File: config.mk
export PLATFORM = sky130hd
export DESIGN_NAME = triangle_scan_decoder
export DESIGN_NICKNAME = d
export VERILOG_FILES = /design/src/rtl/triangle_scan_decoder_pkg.sv /design/src/rtl/scan_axis_tracker.sv /design/src/rtl/triangle_scan_decoder.sv
export SDC_FILE = /design/constraint.sdc
export NUM_CORES = 1
export LEC_CHECK = 0
export ABC_AREA = 1
export BUFFER_PORTS_ARGS = -buffer_cell sky130_fd_sc_hd__clkbuf_2
export CAP_MARGIN = 30
export CORE_UTILIZATION = 54
export CTS_CLUSTER_DIAMETER = 50
export DETAILED_ROUTE_END_ITERATION = 8
export GPL_TIMING_DRIVEN = 0
export PLACE_DENSITY_LB_ADDON = 0.1
export SLEW_MARGIN = 5
export SYNTH_ARGS = -nofsm -noshare
export SYNTH_HDL_FRONTEND = slang
export SYNTH_SLANG_ARGS = --single-unit
File: constraint.sdc
create_clock -name clk -period 3.3 [get_ports clk]
set_input_delay 0.33 -clock clk [delete_from_list [all_inputs] [get_ports clk]]
set_output_delay 0.33 -clock clk [all_outputs]
set_load 0.02 [all_outputs]
File: src/rtl/triangle_scan_decoder_pkg.sv
// ============================================================================
// triangle_scan_decoder_pkg : shared types and helpers for the scan decoder
// Rev 1.0
// ============================================================================
`default_nettype none

package triangle_scan_decoder_pkg;

  typedef enum logic [0:0] {
    ST_ACQUIRE = 1'b0,
    ST_LOCKED  = 1'b1
  } scan_state_e;

  typedef enum logic [1:0] {
    STEP_UP      = 2'd0,
    STEP_DOWN    = 2'd1,
    STEP_ILLEGAL = 2'd2
  } step_class_e;

  localparam logic [7:0] CODE_MAX = 8'd255;
  localparam logic [7:0] CODE_MIN = 8'd0;

  // Modular difference: 255->0 classifies as UP, the tracker rejects it.
  function automatic step_class_e classify_step(input logic [7:0] prev,
                                                input logic [7:0] cur);
    logic [7:0] delta;
    delta = cur - prev;
    if (delta == 8'd1) begin
      return STEP_UP;
    end else if (delta == 8'hFF) begin
      return STEP_DOWN;
    end else begin
      return STEP_ILLEGAL;
    end
  endfunction

endpackage

`default_nettype wire

File: src/rtl/scan_axis_tracker.sv
// ============================================================================
// scan_axis_tracker : per-axis direction tracking and peak/trough detection
// Rev 1.0
// ============================================================================
`default_nettype none

module scan_axis_tracker
  import triangle_scan_decoder_pkg::*;
(
  input  logic       clk,
  input  logic       reset,
  input  logic       sample_valid_i,
  input  logic [7:0] code_i,
  input  logic       step_err_i,
  output logic [7:0] pos_o,
  output logic       dir_o,
  output logic       have_prev_o,
  output logic       step_legal_o,
  output logic       peak_o,
  output logic       trough_o
);

  logic [7:0]  prev_q;
  logic        dir_q;
  logic        dir_d;
  logic        have_prev_q;
  logic        have_dir_q;
  step_class_e w_step;

  always_comb begin
    w_step       = classify_step(prev_q, code_i);
    step_legal_o = 1'b0;
    peak_o       = 1'b0;
    trough_o     = 1'b0;
    dir_d        = dir_q;
    case (w_step)
      STEP_UP: begin
        dir_d = 1'b1;
        if (prev_q != CODE_MAX) begin
          if (!have_dir_q || dir_q) begin
            step_legal_o = 1'b1;
          end else if (prev_q == CODE_MIN) begin
            step_legal_o = 1'b1;
            trough_o     = 1'b1;
          end
        end
      end
      STEP_DOWN: begin
        dir_d = 1'b0;
        if (prev_q != CODE_MIN) begin
          if (!have_dir_q || !dir_q) begin
            step_legal_o = 1'b1;
          end else if (prev_q == CODE_MAX) begin
            step_legal_o = 1'b1;
            peak_o       = 1'b1;
          end
        end
      end
      default: ;
    endcase
  end

  // step_err_i covers both axes, so a clean step here is still discarded
  // when the other axis misbehaves.
  always_ff @(posedge clk or posedge reset) begin
    if (reset) begin
      prev_q      <= 8'd0;
      dir_q       <= 1'b0;
      have_prev_q <= 1'b0;
      have_dir_q  <= 1'b0;
    end else if (sample_valid_i) begin
      prev_q      <= code_i;
      have_prev_q <= 1'b1;
      if (have_prev_q) begin
        if (step_err_i) begin
          have_dir_q <= 1'b0;
        end else begin
          have_dir_q <= 1'b1;
          dir_q      <= dir_d;
        end
      end
    end
  end

  assign pos_o       = prev_q;
  assign dir_o       = dir_q;
  assign have_prev_o = have_prev_q;

endmodule

`default_nettype wire

File: src/rtl/triangle_scan_decoder.sv
// ============================================================================
// triangle_scan_decoder : X/Y triangle-scan DAC stream decoder with lock FSM
// Rev 1.0
// ============================================================================
`default_nettype none

module triangle_scan_decoder
  import triangle_scan_decoder_pkg::*;
#(
  parameter int         LOCK_COUNT = 16,
  parameter logic [7:0] Y_PHASE    = 8'd128
) (
  input  logic        clk,
  input  logic        reset,
  input  logic        sample_valid,
  input  logic [7:0]  xdac_in,
  input  logic [7:0]  ydac_in,
  output logic [7:0]  x_pos,
  output logic [7:0]  y_pos,
  output logic        x_dir,
  output logic        y_dir,
  output logic        x_turn,
  output logic        y_turn,
  output logic        frame_start,
  output logic        locked,
  output logic        phase_err,
  output logic [7:0]  err_count,
  output logic [15:0] frame_count
);

  localparam logic [7:0] c_LOCK_COUNT = 8'(LOCK_COUNT);

  logic [7:0]  w_x_pos, w_y_pos;
  logic        w_x_dir, w_y_dir;
  logic        w_x_have_prev, w_y_have_prev;
  logic        w_x_legal, w_y_legal;
  logic        w_x_peak, w_y_peak;
  logic        w_x_trough, w_y_trough;
  logic        w_eval, w_err, w_ok;
  logic        w_locked, w_frame;
  logic [7:0]  w_cnt_inc;

  scan_state_e state_q, state_d;
  logic [7:0]  step_cnt_q, step_cnt_d;
  logic [7:0]  err_cnt_q, err_cnt_d;
  logic [15:0] frame_cnt_q, frame_cnt_d;
  logic        phase_err_q, phase_err_d;
  logic        x_turn_q, y_turn_q, frame_q;

  scan_axis_tracker u_x_axis (
    .clk            (clk),
    .reset          (reset),
    .sample_valid_i (sample_valid),
    .code_i         (xdac_in),
    .step_err_i     (w_err),
    .pos_o          (w_x_pos),
    .dir_o          (w_x_dir),
    .have_prev_o    (w_x_have_prev),
    .step_legal_o   (w_x_legal),
    .peak_o         (w_x_peak),
    .trough_o       (w_x_trough)
  );

  scan_axis_tracker u_y_axis (
    .clk            (clk),
    .reset          (reset),
    .sample_valid_i (sample_valid),
    .code_i         (ydac_in),
    .step_err_i     (w_err),
    .pos_o          (w_y_pos),
    .dir_o          (w_y_dir),
    .have_prev_o    (w_y_have_prev),
    .step_legal_o   (w_y_legal),
    .peak_o         (w_y_peak),
    .trough_o       (w_y_trough)
  );

  assign w_eval    = sample_valid & w_x_have_prev & w_y_have_prev;
  assign w_err     = w_eval & ~(w_x_legal & w_y_legal);
  assign w_ok      = w_eval & ~w_err;
  assign w_cnt_inc = (step_cnt_q == 8'hFF) ? step_cnt_q : step_cnt_q + 8'd1;

  always_ff @(posedge clk or posedge reset) begin
    if (reset) begin
      state_q <= ST_ACQUIRE;
    end else begin
      state_q <= state_d;
    end
  end

  always_comb begin
    state_d = state_q;
    case (state_q)
      ST_ACQUIRE: if (w_ok && (w_cnt_inc == c_LOCK_COUNT)) state_d = ST_LOCKED;
      ST_LOCKED:  if (w_err) state_d = ST_ACQUIRE;
      default:    state_d = ST_ACQUIRE;
    endcase
  end

  always_comb begin
    w_locked = (state_q == ST_LOCKED);
    w_frame  = w_ok & w_locked & w_x_trough;
  end

  // The trough is the previous sample (X = 0), so its Y is the held y_pos.
  always_comb begin
    step_cnt_d  = step_cnt_q;
    err_cnt_d   = err_cnt_q;
    frame_cnt_d = frame_cnt_q;
    phase_err_d = phase_err_q;
    if (w_err) begin
      step_cnt_d = 8'd0;
      if (err_cnt_q != 8'hFF) err_cnt_d = err_cnt_q + 8'd1;
    end else if (w_ok && !w_locked) begin
      step_cnt_d = w_cnt_inc;
    end
    if (w_frame) begin
      frame_cnt_d = frame_cnt_q + 16'd1;
      if (w_y_pos != Y_PHASE) phase_err_d = 1'b1;
    end
  end

  always_ff @(posedge clk or posedge reset) begin
    if (reset) begin
      step_cnt_q  <= 8'd0;
      err_cnt_q   <= 8'd0;
      frame_cnt_q <= 16'd0;
      phase_err_q <= 1'b0;
      x_turn_q    <= 1'b0;
      y_turn_q    <= 1'b0;
      frame_q     <= 1'b0;
    end else begin
      step_cnt_q  <= step_cnt_d;
      err_cnt_q   <= err_cnt_d;
      frame_cnt_q <= frame_cnt_d;
      phase_err_q <= phase_err_d;
      x_turn_q    <= w_ok & (w_x_peak | w_x_trough);
      y_turn_q    <= w_ok & (w_y_peak | w_y_trough);
      frame_q     <= w_frame;
    end
  end

  assign x_pos       = w_x_pos;
  assign y_pos       = w_y_pos;
  assign x_dir       = w_x_dir;
  assign y_dir       = w_y_dir;
  assign x_turn      = x_turn_q;
  assign y_turn      = y_turn_q;
  assign frame_start = frame_q;
  assign locked      = w_locked;
  assign phase_err   = phase_err_q;
  assign err_count   = err_cnt_q;
  assign frame_count = frame_cnt_q;

endmodule

`default_nettype wire

* Word-level counts from Yosys, hierarchy flattened *
Index checks and enable logic that the tools add are counted.
Widths: inputs -> output; s select.

operators by class
  add/sub/neg operators = 5
  equal/unequal tests = 14
  multiplexer cells = 38
  bitwise operators = 14
  reductions and logical operators = 24

operator list
  operator               number
  $eq 8x8->1 const B     5
  $ne 8x8->1 const B     4
  $mux 1                 26
  $mux 8                 3
  $add 16x1->16 const B  1
  $add 8x1->8 const B    2
  $eq 8x1->1 const B     2
  $logic_not 8->1        2
  $reduce_bool 8->1      2
  $sub 8x8->8            2
  $pmux 1 s2             5
  $and 1x1->1            9
  $eq 8x5->1 const B     1
  $mux 2                 4
  $reduce_and 4->1       2
  $reduce_and 2->1       3
  $reduce_bool 2->1      3
  $eq 2x1->1 const B     2
  $logic_not 1->1        4
  $logic_not 2->1        2
  $logic_or 1x1->1       4
  $not 1->1              3
  $logic_and 1x1->1      2
  $or 1x1->1             2

storage, ports and cells
  bits in registers = 57
  input port bits = 19
  output and inout bits = 47
  word-level logic and storage cells = 109

* Depth between registers and ports, before layout *
  depth in word-level cells = 14
  depth in mapped cells = 18
  gate-level depth less buffers = 18

* Modules after synthesis *
From an unflattened synthesis, not the netlist that was laid out.

unflattened totals
  cells, all modules = 583
  area total of the unflattened synthesis = 4171.5 µm²

by module, submodules not included
  module                 times used  cells each  area an instance (µm²)  seq. area each (µm²)
  scan_axis_tracker      2           165         1076.0                  275.3
  triangle_scan_decoder  1           253         2019.4                  925.9

* Worst setup path before layout *
OpenSTA, ideal clock, no wires.

  kind = register to register
  start = reg u_y_axis.prev_q[0] (netlist: u_y_axis.pos_o[0])
  end = reg frame_cnt_q[11] (netlist: frame_count[11])
  library setup time = 0.122 ns
  arrival time = 2.365 ns
  required time = 3.178 ns
  path slack = 0.814 ns
  stages on the path, launching flop included = 17
  buffers on the path = 1
  period minus slack after synthesis = 2.486 ns
  path through = dfrtp_1 > ha_1 > inv_1 > fa_1 > nand2_1 > nand3_1 > nand3_1 > nand2_1 > nand2_1 > nand2_1 > nor2_1 > nand3_1 > nand2_2 > nand4_2 > buf_2 > o21bai_1 > nand2_1

on the way
  cells in the longest elaborated chain, start to end = 13
  elaborated cells between the ends (all ways) = 25
  classes of those cells = add/sub: 1; eq/ne: 5; mux: 9; bitwise: 7; reduce/logical: 3

ends and longest elaborated chain
  item                                                  RTL line                         text
  start, declared                                       scan_axis_tracker.sv:23          logic [7:0] prev_q;
  start signal, assigned                                scan_axis_tracker.sv:72          prev_q <= code_i;
  $sub 8x8->8                                           triangle_scan_decoder_pkg.sv:27  delta = cur - prev;
  $eq 8x8->1                                            triangle_scan_decoder_pkg.sv:30  end else if (delta == 8'hFF) begin
  $mux 2                                                triangle_scan_decoder_pkg.sv:30
  $mux 2                                                triangle_scan_decoder_pkg.sv:28  if (delta == 8'd1) begin
  $eq 2x1->1 / $logic_not 2->1 (equally long branches)  scan_axis_tracker.sv:36          case (w_step)
  $pmux 1 s2 *                                          scan_axis_tracker.sv:36
  $and 1x1->1 *                                         triangle_scan_decoder.sv:79      assign w_err = w_eval & ~(w_x_legal & w_y_legal);
  $not 1->1 *                                           triangle_scan_decoder.sv:79
  $and 1x1->1 *                                         triangle_scan_decoder.sv:79
  $not 1->1 (no line) *                                 n/a
  $and 1x1->1 *                                         triangle_scan_decoder.sv:80      assign w_ok = w_eval & ~w_err;
  $and 1x1->1 * (2 in series)                           triangle_scan_decoder.sv:102     w_frame = w_ok & w_locked & w_x_trough;
  end signal, assigned                                  triangle_scan_decoder.sv:135     frame_cnt_q <= frame_cnt_d;
  end, declared                                         triangle_scan_decoder.sv:46      logic [15:0] frame_cnt_q, frame_cnt_d;

Every way passes the cells marked *; elsewhere a longest branch is shown, timed or not.
A chain may end at the register's enable or synchronous reset.

* Final worst setup path *
  start = reg u_y_axis.prev_q[0] (netlist: u_y_axis.pos_o[0])
  end = reg frame_cnt_q[9] (netlist: frame_count[9])

Same word-level chain as after synthesis.

==> results.py <==
metrics = {
    "run_status": {
        "status": "finished clean",
    },
    "place": {
        "dp.cells": 750,
        "dpl-instance-area_um2": 4580,
        "pre_cts_slack_ps": 542,
        "place_hpwl_um": 7440,
        "gp_congestion": 0.838,
        "portBuffers": 65,
    },
    "floorplan": {
        "rows": 31,
        "die_area_um2": 7970,
        "die_h_um": 89.3,
        "initial_core_util": 0.564,
        "io_pins": 66,
        "design.core.area_um2": 7290,
        "die_w_um": 89.3,
    },
    "setup_path": {
        "path_max_fanout": 10,
        "cp-end-kind": "register",
        "critical_path_class": "register to register",
        "required_ps": 3520,
        "arrival_ps": 2980,
        "start_kind": "register",
    },
    "global_route": {
        "use_met2": 0.452,
        "antenna_found_initial": 0,
        "grt_pass1_vias": 3810,
        "grt_max_degree": 36,
        "met3_usage": 0.0360,
        "top_usage_layer": "met2",
        "grt_usage": 0.261,
        "gr-usage-met1": 0.331,
        "grt_remaining_overflow": 0,
        "grt_pass1_wl_um": 16300,
    },
    "synthesis": {
        "synth_area_um2": 4110,
        "synth_top_area_frac": 0.347,
        "synth_top_area_cell": "dfrtp_1",
        "syn_area_per_cell_um2": 7.03,
        "ys_async_sr_fraction": 1.00,
        "synthesis.nets": 625,
        "synth_cells": 585,
        "synth-seq-cells": 57,
        "synth_flop_cell": "dfrtp_1",
        "yosys_warnings": 0,
        "synth_area_leaders": "dfrtp_1, nand2_1, inv_1",
        "synth_common_cells": "nand2_1, inv_1, nand3_1",
        "yosysMostFrequentCell": "nand2_1",
        "seq_area_frac_synth": 0.347,
        "synth_edf_count": 0,
        "ys_types": 32,
    },
    "timing": {
        "period_minus_slack_ps": 2760,
        "rsz0062_at_grt": "no",
        "hold_viol": 0,
        "slew_headroom": 0.636,
        "period_share": 0.836,
        "drv_slew": 0,
        "worst_pin_slew_ps": 544,
        "tns_ps": 0,
        "finalSetupViolations": 0,
        "whs_ps": 18.7,
        "fin_skew_ps": 9.18,
        "worst_slack_ps": 540,
        "max_freq_mhz": 362,
    },
    "clocking": {
        "clk_latency_ps": 330,
        "cts-root-buf": "clkbuf_8",
        "h-tree-depth": 3,
        "cts_resized": 0,
        "cts_tree": "yes",
        "clk_pin_slew_ps": 80,
        "cts_setup_buffers": 0,
        "cts_sinks": 57,
        "holdBufCountCts": 0,
        "clockBufferDepth": 2,
        "cts_buffers": 9,
    },
    "drt": {
        "dr.pass1.iters": 4,
        "drc_errors": 0,
        "wirelength_um": 9620,
        "first_iter_violations": 172,
        "drtAntennaViolNets": 0,
        "vias_per_cell": 5.23,
        "vias": 4004,
        "avgRoutedWirePerCell_um": 12.6,
    },
    "cells_and_area": {
        "antennaDiodeCount": 0,
        "area_growth_pct": 15.8,
        "fill_cells": 678,
        "fin_util": 0.653,
        "stdcell_count": 766,
        "drive_gt1_frac": 0.159,
        "nets": 702,
        "fin_area_um2": 4760,
    },
    "pwr": {
        "leakagePower_nw": 2.54,
        "finalPower_mw": 1.95,
        "peakVddDrop_mv": 0.277,
        "power_density_nw_per_um2": 409,
    },
    "run": {
        "drv_cap": 0,
    },
    "hold_path": {
        "holdCritPathClass": "input port to async pin",
    },
}
==> layout make-up <==
class                      count  area (um2)  share of cell area
inverter                      99         372              0.0781
multi-input combinational    419        2270               0.476
buffer                        10        47.5             0.00999
timing repair buffer          66         345              0.0725
clock inverter                 6        42.5             0.00894
clock buffer                  10         138              0.0289
sequential                    57        1430               0.300
tap                           99         124              0.0260
==> cells in the final DEF (no fill, tap or decap), types with 2 or more instances in the layout <==
master	synthesis	final
nand2_1	153	153
inv_1	95	94
nand3_1	68	68
clkbuf_2	0	65
dfrtp_1	57	57
nor2_1	35	35
o21ai_0	28	28
nand4_1	22	22
xor2_1	20	20
ha_1	19	19
o21bai_1	14	14
nor3_1	10	10
clkbuf_8	0	10
a21oi_1	9	9
xnor2_1	8	8
clkbuf_1	6	6
nor4_1	6	6
or2_2	5	5
inv_2	3	4
nand2_2	4	4
o21ai_1	4	4
nor2_2	2	2
nand4_2	2	2
nand3_2	2	2
buf_4	2	2
buf_2	2	2
fa_1	2	2
clkinvlp_4	0	2
clkinv_2	0	2
==> final timing paths <==
kind,from,end,slack (ps),depth (start not counted)
max,u_y_axis.pos_o[0]$_DFFE_PP0P_,frame_count[9]$_DFFE_PP0P_,540,16
min,reset,frame_count[10]$_DFFE_PP0P_,20,2
max reg2reg,u_y_axis.pos_o[0]$_DFFE_PP0P_,frame_count[9]$_DFFE_PP0P_,540,16
min reg2reg,u_y_axis.have_prev_o$_DFFE_PP0P_,u_y_axis.have_prev_o$_DFFE_PP0P_,470,1
max in group asynchronous,reset,y_turn$_DFF_PP0_,2700,3
min in group clk,ydac_in[3],u_y_axis.pos_o[3]$_DFFE_PP0P_,240,3
==> registers in the layout (all words and copies together), names as in the netlist <==
register	flops
u_y_axis.pos_o	8
phase_err	1
locked	1
u_y_axis.have_dir_q	1
frame_start	1
u_y_axis.have_prev_o	1
u_y_axis.dir_o	1
step_cnt_q	8
u_x_axis.pos_o	8
err_count	8
x_turn	1
y_turn	1
frame_count	16
u_x_axis.dir_o	1
==> kinds of logic after synthesis <==
group	Yosys count	synth area share
simple gates	312	0.343
buf+inv	109	0.102
compound gates	58	0.0806
flops	57	0.347
xor+xnor	28	0.0596
fa+ha+maj	21	0.0676
==> where the power goes <==
part | total [mW] | switching, mW | internal (mW) | leakage, nW
Combinational | 0.533 | 0.342 | 0.192 | 1.78
Sequential | 0.809 | 0.0604 | 0.749 | 0.676
Clock | 0.603 | 0.310 | 0.294 | 0.0887
==> worst max-delay path, stage by stage (launching register included) <==
cell      delay, ps
dfrtp_1         460
ha_1            190
inv_1            50
fa_1            400
nand2_1          90
nand3_1         110
nand3_1         130
nand2_1          80
nand2_1          70
nand2_1          60
nor2_1          140
nand3_1         100
nand2_2         140
nand4_2         160
buf_2           230
o21bai_1        130
nand2_1          80
==> routing by layer <==
| metal | vias up | wire length, um |
|---|---|---|
| li1 | 2044 | - |
| met1 | 1874 | 4470 |
| met2 | 73 | 4720 |
| met3 | 13 | 266 |
| met4 | 0 | 161 |
| met5 | - | 0 |
Note: power is estimated with default switching activity, not from simulation.
